--- src/rtl/gppm_ctrl_pkg.sv ---
// Shared opcode values, instruction field positions and controller state encoding.
package gppm_ctrl_pkg;

    localparam logic [3:0] OpNop  = 4'h0;
    localparam logic [3:0] OpAlu  = 4'h1;
    localparam logic [3:0] OpLdi  = 4'h2;
    localparam logic [3:0] OpBz   = 4'h3;
    localparam logic [3:0] OpJmp  = 4'h4;
    localparam logic [3:0] OpCmp  = 4'h5;
    localparam logic [3:0] OpHalt = 4'hF;

    localparam int OpHi = 31;
    localparam int OpLo = 28;
    localparam int RdHi = 27;
    localparam int RdLo = 24;
    localparam int RaHi = 23;
    localparam int RaLo = 20;
    localparam int RbHi = 19;
    localparam int RbLo = 16;
    localparam int FnHi = 15;
    localparam int FnLo = 12;

    typedef enum logic [2:0] {
        StIdle,
        StFetch,
        StFetchk,
        StExec,
        StHalt
    } state_t;

endpackage

--- src/rtl/gppm_ctrl_decode.sv ---
// Combinational field split and opcode class decode of the latched instruction word.
module gppm_ctrl_decode
    import gppm_ctrl_pkg::*;
#(
    parameter int IMEM_AW = 8
) (
    input  logic [31:0]        instr,
    output logic [3:0]         rd,
    output logic [3:0]         ra,
    output logic [3:0]         rb,
    output logic [3:0]         fn,
    output logic [IMEM_AW-1:0] tgt,
    output logic               is_write,
    output logic               is_alu,
    output logic               is_bz,
    output logic               is_jmp,
    output logic               is_halt
);

    logic [3:0] op;

    // Field extraction and opcode classification; unknown opcodes decode to nothing (NOP)
    always_comb begin
        op       = instr[OpHi:OpLo];
        rd       = instr[RdHi:RdLo];
        ra       = instr[RaHi:RaLo];
        rb       = instr[RbHi:RbLo];
        fn       = instr[FnHi:FnLo];
        tgt      = instr[IMEM_AW-1:0];
        is_alu   = (op == OpAlu);
        is_write = (op == OpAlu) || (op == OpLdi);
        is_bz    = (op == OpBz);
        is_jmp   = (op == OpJmp);
        is_halt  = (op == OpHalt);
    end

endmodule

--- src/rtl/gppm_ctrl.sv ---
// GPPM sequencer: fetches 32-bit instructions, drives datapath register addresses,
// function and write controls, and resolves branches from the ALU zero flag.
module gppm_ctrl
    import gppm_ctrl_pkg::*;
#(
    parameter int IMEM_AW = 8
) (
    input  logic               clk,
    input  logic               rst,
    input  logic               start,
    output logic               busy,
    output logic               done,
    output logic               imem_req,
    output logic [IMEM_AW-1:0] imem_addr,
    input  logic               imem_ack,
    input  logic [31:0]        imem_data,
    output logic [3:0]         raddr1,
    output logic [3:0]         raddr2,
    output logic [3:0]         waddr,
    output logic               wen,
    output logic               wdsrc,
    output logic [3:0]         func,
    output logic [31:0]        constant,
    input  logic               isZero
);

    state_t             state;
    logic [IMEM_AW-1:0] pc;
    logic [31:0]        instr;

    logic [IMEM_AW-1:0] tgt;
    logic               is_write;
    logic               is_alu;
    logic               is_bz;
    logic               is_jmp;
    logic               is_halt;

    gppm_ctrl_decode #(
        .IMEM_AW (IMEM_AW)
    ) u_decode (
        .instr    (instr),
        .rd       (waddr),
        .ra       (raddr1),
        .rb       (raddr2),
        .fn       (func),
        .tgt      (tgt),
        .is_write (is_write),
        .is_alu   (is_alu),
        .is_bz    (is_bz),
        .is_jmp   (is_jmp),
        .is_halt  (is_halt)
    );

    // Sequencer FSM: PC, instruction/constant latches and the done pulse
    always_ff @(posedge clk) begin
        if (rst) begin
            state    <= StIdle;
            pc       <= '0;
            instr    <= '0;
            constant <= '0;
            done     <= 1'b0;
        end else begin
            done <= 1'b0;
            case (state)
                StIdle: begin
                    if (start) begin
                        state <= StFetch;
                        pc    <= '0;
                    end
                end
                StFetch: begin
                    if (imem_ack) begin
                        instr <= imem_data;
                        pc    <= pc + 1'b1;
                        state <= (imem_data[OpHi:OpLo] == OpLdi) ? StFetchk : StExec;
                    end
                end
                StFetchk: begin
                    if (imem_ack) begin
                        constant <= imem_data;
                        pc       <= pc + 1'b1;
                        state    <= StExec;
                    end
                end
                StExec: begin
                    // isZero reflects ra fn rb of the latched instruction this cycle
                    if (is_jmp || (is_bz && isZero)) begin
                        pc <= tgt;
                    end
                    if (is_halt) begin
                        state <= StHalt;
                        done  <= 1'b1;
                    end else begin
                        state <= StFetch;
                    end
                end
                StHalt: begin
                    if (start) begin
                        state <= StIdle;
                        pc    <= '0;
                    end
                end
                default: state <= StIdle;
            endcase
        end
    end

    // State-decoded handshake and write strobes; reset kills a write in the same cycle
    always_comb begin
        busy     = (state == StFetch) || (state == StFetchk) || (state == StExec);
        imem_req = (state == StFetch) || (state == StFetchk);
        wen      = (state == StExec) && is_write && !rst;
        wdsrc    = is_alu;
    end

    assign imem_addr = pc;

endmodule

--- config.mk ---
export PLATFORM = sky130hd
export DESIGN_NAME = gppm_ctrl
export DESIGN_NICKNAME = d
export VERILOG_FILES = /design/src/rtl/gppm_ctrl_pkg.sv /design/src/rtl/gppm_ctrl_decode.sv /design/src/rtl/gppm_ctrl.sv
export SDC_FILE = /design/constraint.sdc
export NUM_CORES = 1
export LEC_CHECK = 0
export CAP_MARGIN = 20
export CORE_AREA = 3 3 102 75
export DETAILED_ROUTE_END_ITERATION = 12
export DIE_AREA = 0 0 105 78
export PLACE_DENSITY = 0.82
export SYNTH_ARGS = -nofsm -noshare
export SYNTH_HDL_FRONTEND = slang
export SYNTH_SLANG_ARGS = --single-unit
--- constraint.sdc ---
create_clock -name clk -period 1.9 [get_ports clk]
set_input_delay 0.38 -clock clk [delete_from_list [all_inputs] [get_ports clk]]
set_output_delay 0.38 -clock clk [all_outputs]
set_load 0.03 [all_outputs]
Yosys cells after proc, flatten, opt, wreduce, memory -nomap -nowiden --
Cells that the tools add are included.
Storage, ports and cells: register bits 76, input bits 37, output and inout bits 61, word-level logic and storage cells 53
Operators by class: add/sub/neg operators 1, eq/ne operators 17, muxes and demuxes 12, bitwise logic cells 1, reductions and logical operators 17
Operators by type and width (count):
- $mux W8 | 3
- $pmux W8 S3 | 1
- $mux W3 | 5
- $pmux W3 S5 | 1
- $eq A4 B2 Y1 const B | 3
- $ne A2 B2 Y1 const B | 5
- $add A8 B1 Y8 const B | 1
- $reduce_and A4 Y1 | 2
- $eq A3 B2 Y1 const B | 2
- $reduce_or A2 Y1 | 3
- $eq A4 B1 Y1 const B | 1
- $eq A4 B3 Y1 const B | 1
- $eq A4 B4 Y1 const B | 1
- $logic_or A1 B1 Y1 | 4
- $ne A2 B1 Y1 const B | 2
- $reduce_and A2 Y1 | 2
- $eq A3 B1 Y1 const B | 1
- $eq A3 B3 Y1 const B | 1
- $logic_and A1 B1 Y1 | 3
- $logic_not A3 Y1 | 1
- $reduce_bool A3 Y1 | 1
- $mux W1 | 2
- $logic_not A1 Y1 | 1
- $not A1 Y1 | 1

Logic depth before layout (Yosys ltp) --
depth after elaboration 5, mapped depth 6, gate-level depth less buffers 5

Modules after synthesis --
Synthesis repeated with hierarchy kept, for this count alone.
Second synthesis, totals: cell total of the unflattened synthesis 412, area, all modules 3283.1 sq um
Modules (own cells, without submodules):
- gppm_ctrl | instances 1, cells each 380, area an instance 3044.2 sq um, seq. area each 1521.5 sq um
- gppm_ctrl_decode | instances 1, cells each 32, area an instance 239.0 sq um, seq. area each 0.0 sq um

Least setup slack after synthesis --
No wires, ideal clock.
path type reg-to-output, start point reg instr[29], end point out wen, arrival time 1512 ps, data required time 1520 ps, path slack 8 ps, cell stages (with the launch flop) 4, path buffers 0, cell sequence dfxtp_1 > xnor2_1 > or3_2 > nor3_1
On the way: cells in the longest elaborated chain, start to end 4, elaborated cells between the ends (all ways) 5, those cells by class eq/ne: 2; reduce/logical: 3
Ends and longest elaborated chain:
- start, declared | RTL line gppm_ctrl.sv:29 | logic [31:0] instr;
- start signal, assigned | RTL line gppm_ctrl.sv:73 | instr <= imem_data;
- $eq A4 B1 Y1 / $eq A4 B2 Y1 (equally long branches) | RTL line gppm_ctrl_decode.sv:31 | is_write = (op == OpAlu) || (op == OpLdi);
- $logic_or A1 B1 Y1 (*) | RTL line gppm_ctrl_decode.sv:31
- $logic_and A1 B1 Y1 (*) (2 in a row) | RTL line gppm_ctrl.sv:112 | wen = (state == StExec) && is_write && !rst;
- end, declared | RTL line gppm_ctrl.sv:20 | output logic wen,
Mark *: on every way between the ends. The rest lies on a longest branch, timed or not.

Final worst setup path --
Same ends and word-level chain as after synthesis.

==> impl_metrics.toml <==
[status]
status = "complete, but fails checks"
violations = "negative setup slack"

[final_layout]
finalNetCount = 509
final_cell_count_no_fill = 570
area_growth_pct = 42.00
most-common-layout-cells = "nand2_1, clkdlybuf4s50_1, dfxtp_1, a21oi_1, buf_4"
diodes = 0
final_util_pct = 64.71
layout-drive-gt1-share_pct = 11.34
nFillCells = 566
layout_commonest_cell = "nand2_1"

[critical_path]
cp-end-kind = "output port"
required_ns = 1.52
rr_endpoint = "imem_addr[6]"
crit_path_max_fanout = 5
crit_start = "instr[29]"
crit_family = "simple AND/OR/NAND/NOR gates"
timing.rr.start = "instr[29]"
path_cells = "buf_6 -> xnor2_1 -> or3_4 -> nor3_2 -> buf_4"
worstSetupPathType = "flop to output port"
cp_num_buf_inv = 2
cp.depth = 5
reg2reg_depth = 6
cpPeakStageDelay_ns = 0.33
cp-start-kind = "flop"
r2r_slack_ns = 0.22
crit_end = "wen"
cp_slowest_cell = "dfxtp_2"
cp.arrival_ns = 1.56

[power]
clkPwrFrac_pct = 38.8
p_sw_share_pct = 26.31
switchingPower_uw = 939.6
p_int_mw = 2.631
power_density_nw_per_um2 = 824.4
peakVddDrop_mv = 0.4484
comb_power_share_pct = 15.7
p_leak_nw = 1.523
pwr-share-seq_pct = 45.5

[grt]
grt_antenna_before_repair = 0
grt_max_degree = 35
grt_pass1_vias = 3011
track_usage_pct = 21.63
grt_pass1_wl_um = 14290
globalRouteOverflowTotal = 0

[route]
drt_pass1_iterations = 4
postRouteAntennaNets = 0
via_count = 2993
drc = 0
drt_wl_total_um = 8703
drt-wirelength-per-cell_um = 15.27
drtIter0Drc = 207
avgViaCountPerCell = 5.251

[yosys]
ys_ff_latch = 72
synth-simple-area-share_pct = 24.61
synth_area_leaders = "dfxtp_1, nand2_1, a21oi_1"
synth.avg_cell_area_um2 = 7.903
synth_area_um2 = 3050
yosysWarningCount = 0
async_flop_share_pct = 0
yosysTopAreaCellShare_pct = 47.25
ys_types = 41
seq_area_frac_synth_pct = 47.25
syn_inst = 386
synth_top_family_by_area = "simple AND/OR/NAND/NOR gates"
synth_nets = 424
muxShareOfSynthArea_pct = 0
synth_compound_area_share_pct = 19.20
synthAdderAreaFrac_pct = 0.4102
synthXorXnorAreaFrac_pct = 0.8614
synth_largest_area_cell = "dfxtp_1"
synth-edff-count = 0
synthFlopType = "dfxtp_1"

[timing]
hold_viol = 0
slew_headroom_pct = 70.50
slew_violations = 0
fin_worst_skew_ns = 0.009261
timing.final.crit_share_pct = 102.0
fin_crit_ns = 1.937
rsz0062_at_grt = "yes"
setup_tns_ns = -0.03724
tightest_slew_ns = 0.4364
setup_viol_count_final = 1
fin_ws_ns = -0.03724
clock.fmax_mhz = 516.2

[clock_network]
cts_tree = "built"
cts.clk_slew.worst_paths_ns = 0.08
htree_levels = 3
numCtsBuffers = 9
insertion_delay_ns = 0.34
root_buffer = "clkbuf_8"
clock-sinks = 72
clock_path_buffers = 2
hold_buffers = 0

[floorplan]
core_um2 = 6694
ioPinCount = 98
rows = 25
die_area_um2 = 8190
start_util_pct = 45.57
die_x_um = 105
die_h_um = 78

[placed_design]
place.port_buffers = 97
placed_cells = 553
place.gp.congestion = 0.8606
dp_hpwl_um = 6000

[worst_hold_path]
hold_class = "flop to flop"

[job]
cap_violations = 0
## power groups by stage
stage | sequential, mW | clock (mW) | combinational, mW
finish | 1.62 | 1.38 | 0.562
floorplan | 1.69 | 0 | 0.274
global route | 1.63 | 1.46 | 0.600
CTS | 1.62 | 1.41 | 0.560
global placement | 1.65 | 0 | 0.542
detailed placement | 1.65 | 0 | 0.555
## cell usage after synthesis (2+ instances only)
library cell	number
buf_4	18
nand3b_1	3
nand2b_1	5
o32a_2	2
nor2_1	7
xnor2_1	3
nor3_1	6
o32ai_1	3
a32oi_1	2
dfxtp_1	72
nand3_1	4
a21oi_1	66
a211oi_1	3
nand2_1	129
o21ai_0	4
nor4b_1	2
nand4bb_1	2
a22oi_1	4
inv_1	3
o31ai_1	3
clkbuf_1	22
nor2_2	2
nand4b_1	2
and3b_1	2
## worst min path at each step
stage | slack [ns] | start | endpoint | depth (start not counted)
floorplan | 0.43 | instr[2] | instr[2] | 2
global placement | 0.44 | constant[11] | constant[11] | 2
detailed placement | 0.45 | instr[17] | instr[17] | 2
CTS | 0.46 | instr[17] | instr[17] | 2
global route | 0.47 | instr[17] | instr[17] | 2
finish | 0.45 | instr[17] | instr[17] | 2
## through the flow
stage | total power [mW] | cell area, um^2 | worst slack [ns] | hold slack [ns]
final | 3.571 | 4332 | -0.03724 | 0.4537
after global routing | 3.696 | 4332 | -0.09806 | 0.4746
after CTS | 3.588 | 4323 | -0.1034 | 0.4565
after detailed placement | 2.210 | 4071 | -0.01896 | 0.4456
after global placement | 2.194 | 4071 | 0.04592 | 0.4418
after floorplan | 1.964 | 3050 | 0.007600 | 0.4321
## state kept, by name (all words and copies together) (netlist names)
| signal | flops |
|---|---|
| constant | 32 |
| done | 1 |
| imem_addr | 8 |
| instr | 28 |
| state | 3 |
## area by class of cell
cell class	count	area (um^2)	area share [%]
clock buffer	12	155.1	3.582
clock inverter	4	76.32	1.762
sequential	72	1445	33.36
timing repair buffer	115	1137	26.26
multi-input combinational	270	1389	32.06
tap	94	117.6	2.715
inverter	3	11.26	0.2600
## per-layer routing
| layer | GRT usage [%] | vias up | wire length [um] |
|---|---|---|---|
| met3 | 6.567 | 20 | 649 |
| met4 | 8.519 | 0 | 181 |
| li1 | - | 1470 | - |
| met1 | 26.41 | 1382 | 3804 |
| met2 | 35.85 | 121 | 4067 |
| met5 | 0 | - | 0 |
## tightest hold or removal path, cell delays in order (launching register included)
cell,delay (ns)
dfxtp_1,0.31
nand2_1,0.05
a21oi_1,0.05
## cell families after synthesis
group / Yosys count
DFF: 72
and+or+nand+nor: 170
buffers and inverters: 44
adders and majority gates: 1
xor gates and xnor gates: 3
AOI/OAI and AO/OA: 96
## what timing repair did
| item | CTS | global route |
|---|---|---|
| endpoints found under the setup margin | 7 | 4 |
| buffers inserted | 1 | 0 |
| pin swaps | 1 | 1 |
| gates resized for setup | 12 | 4 |
Power figures use the tool's default switching activity.
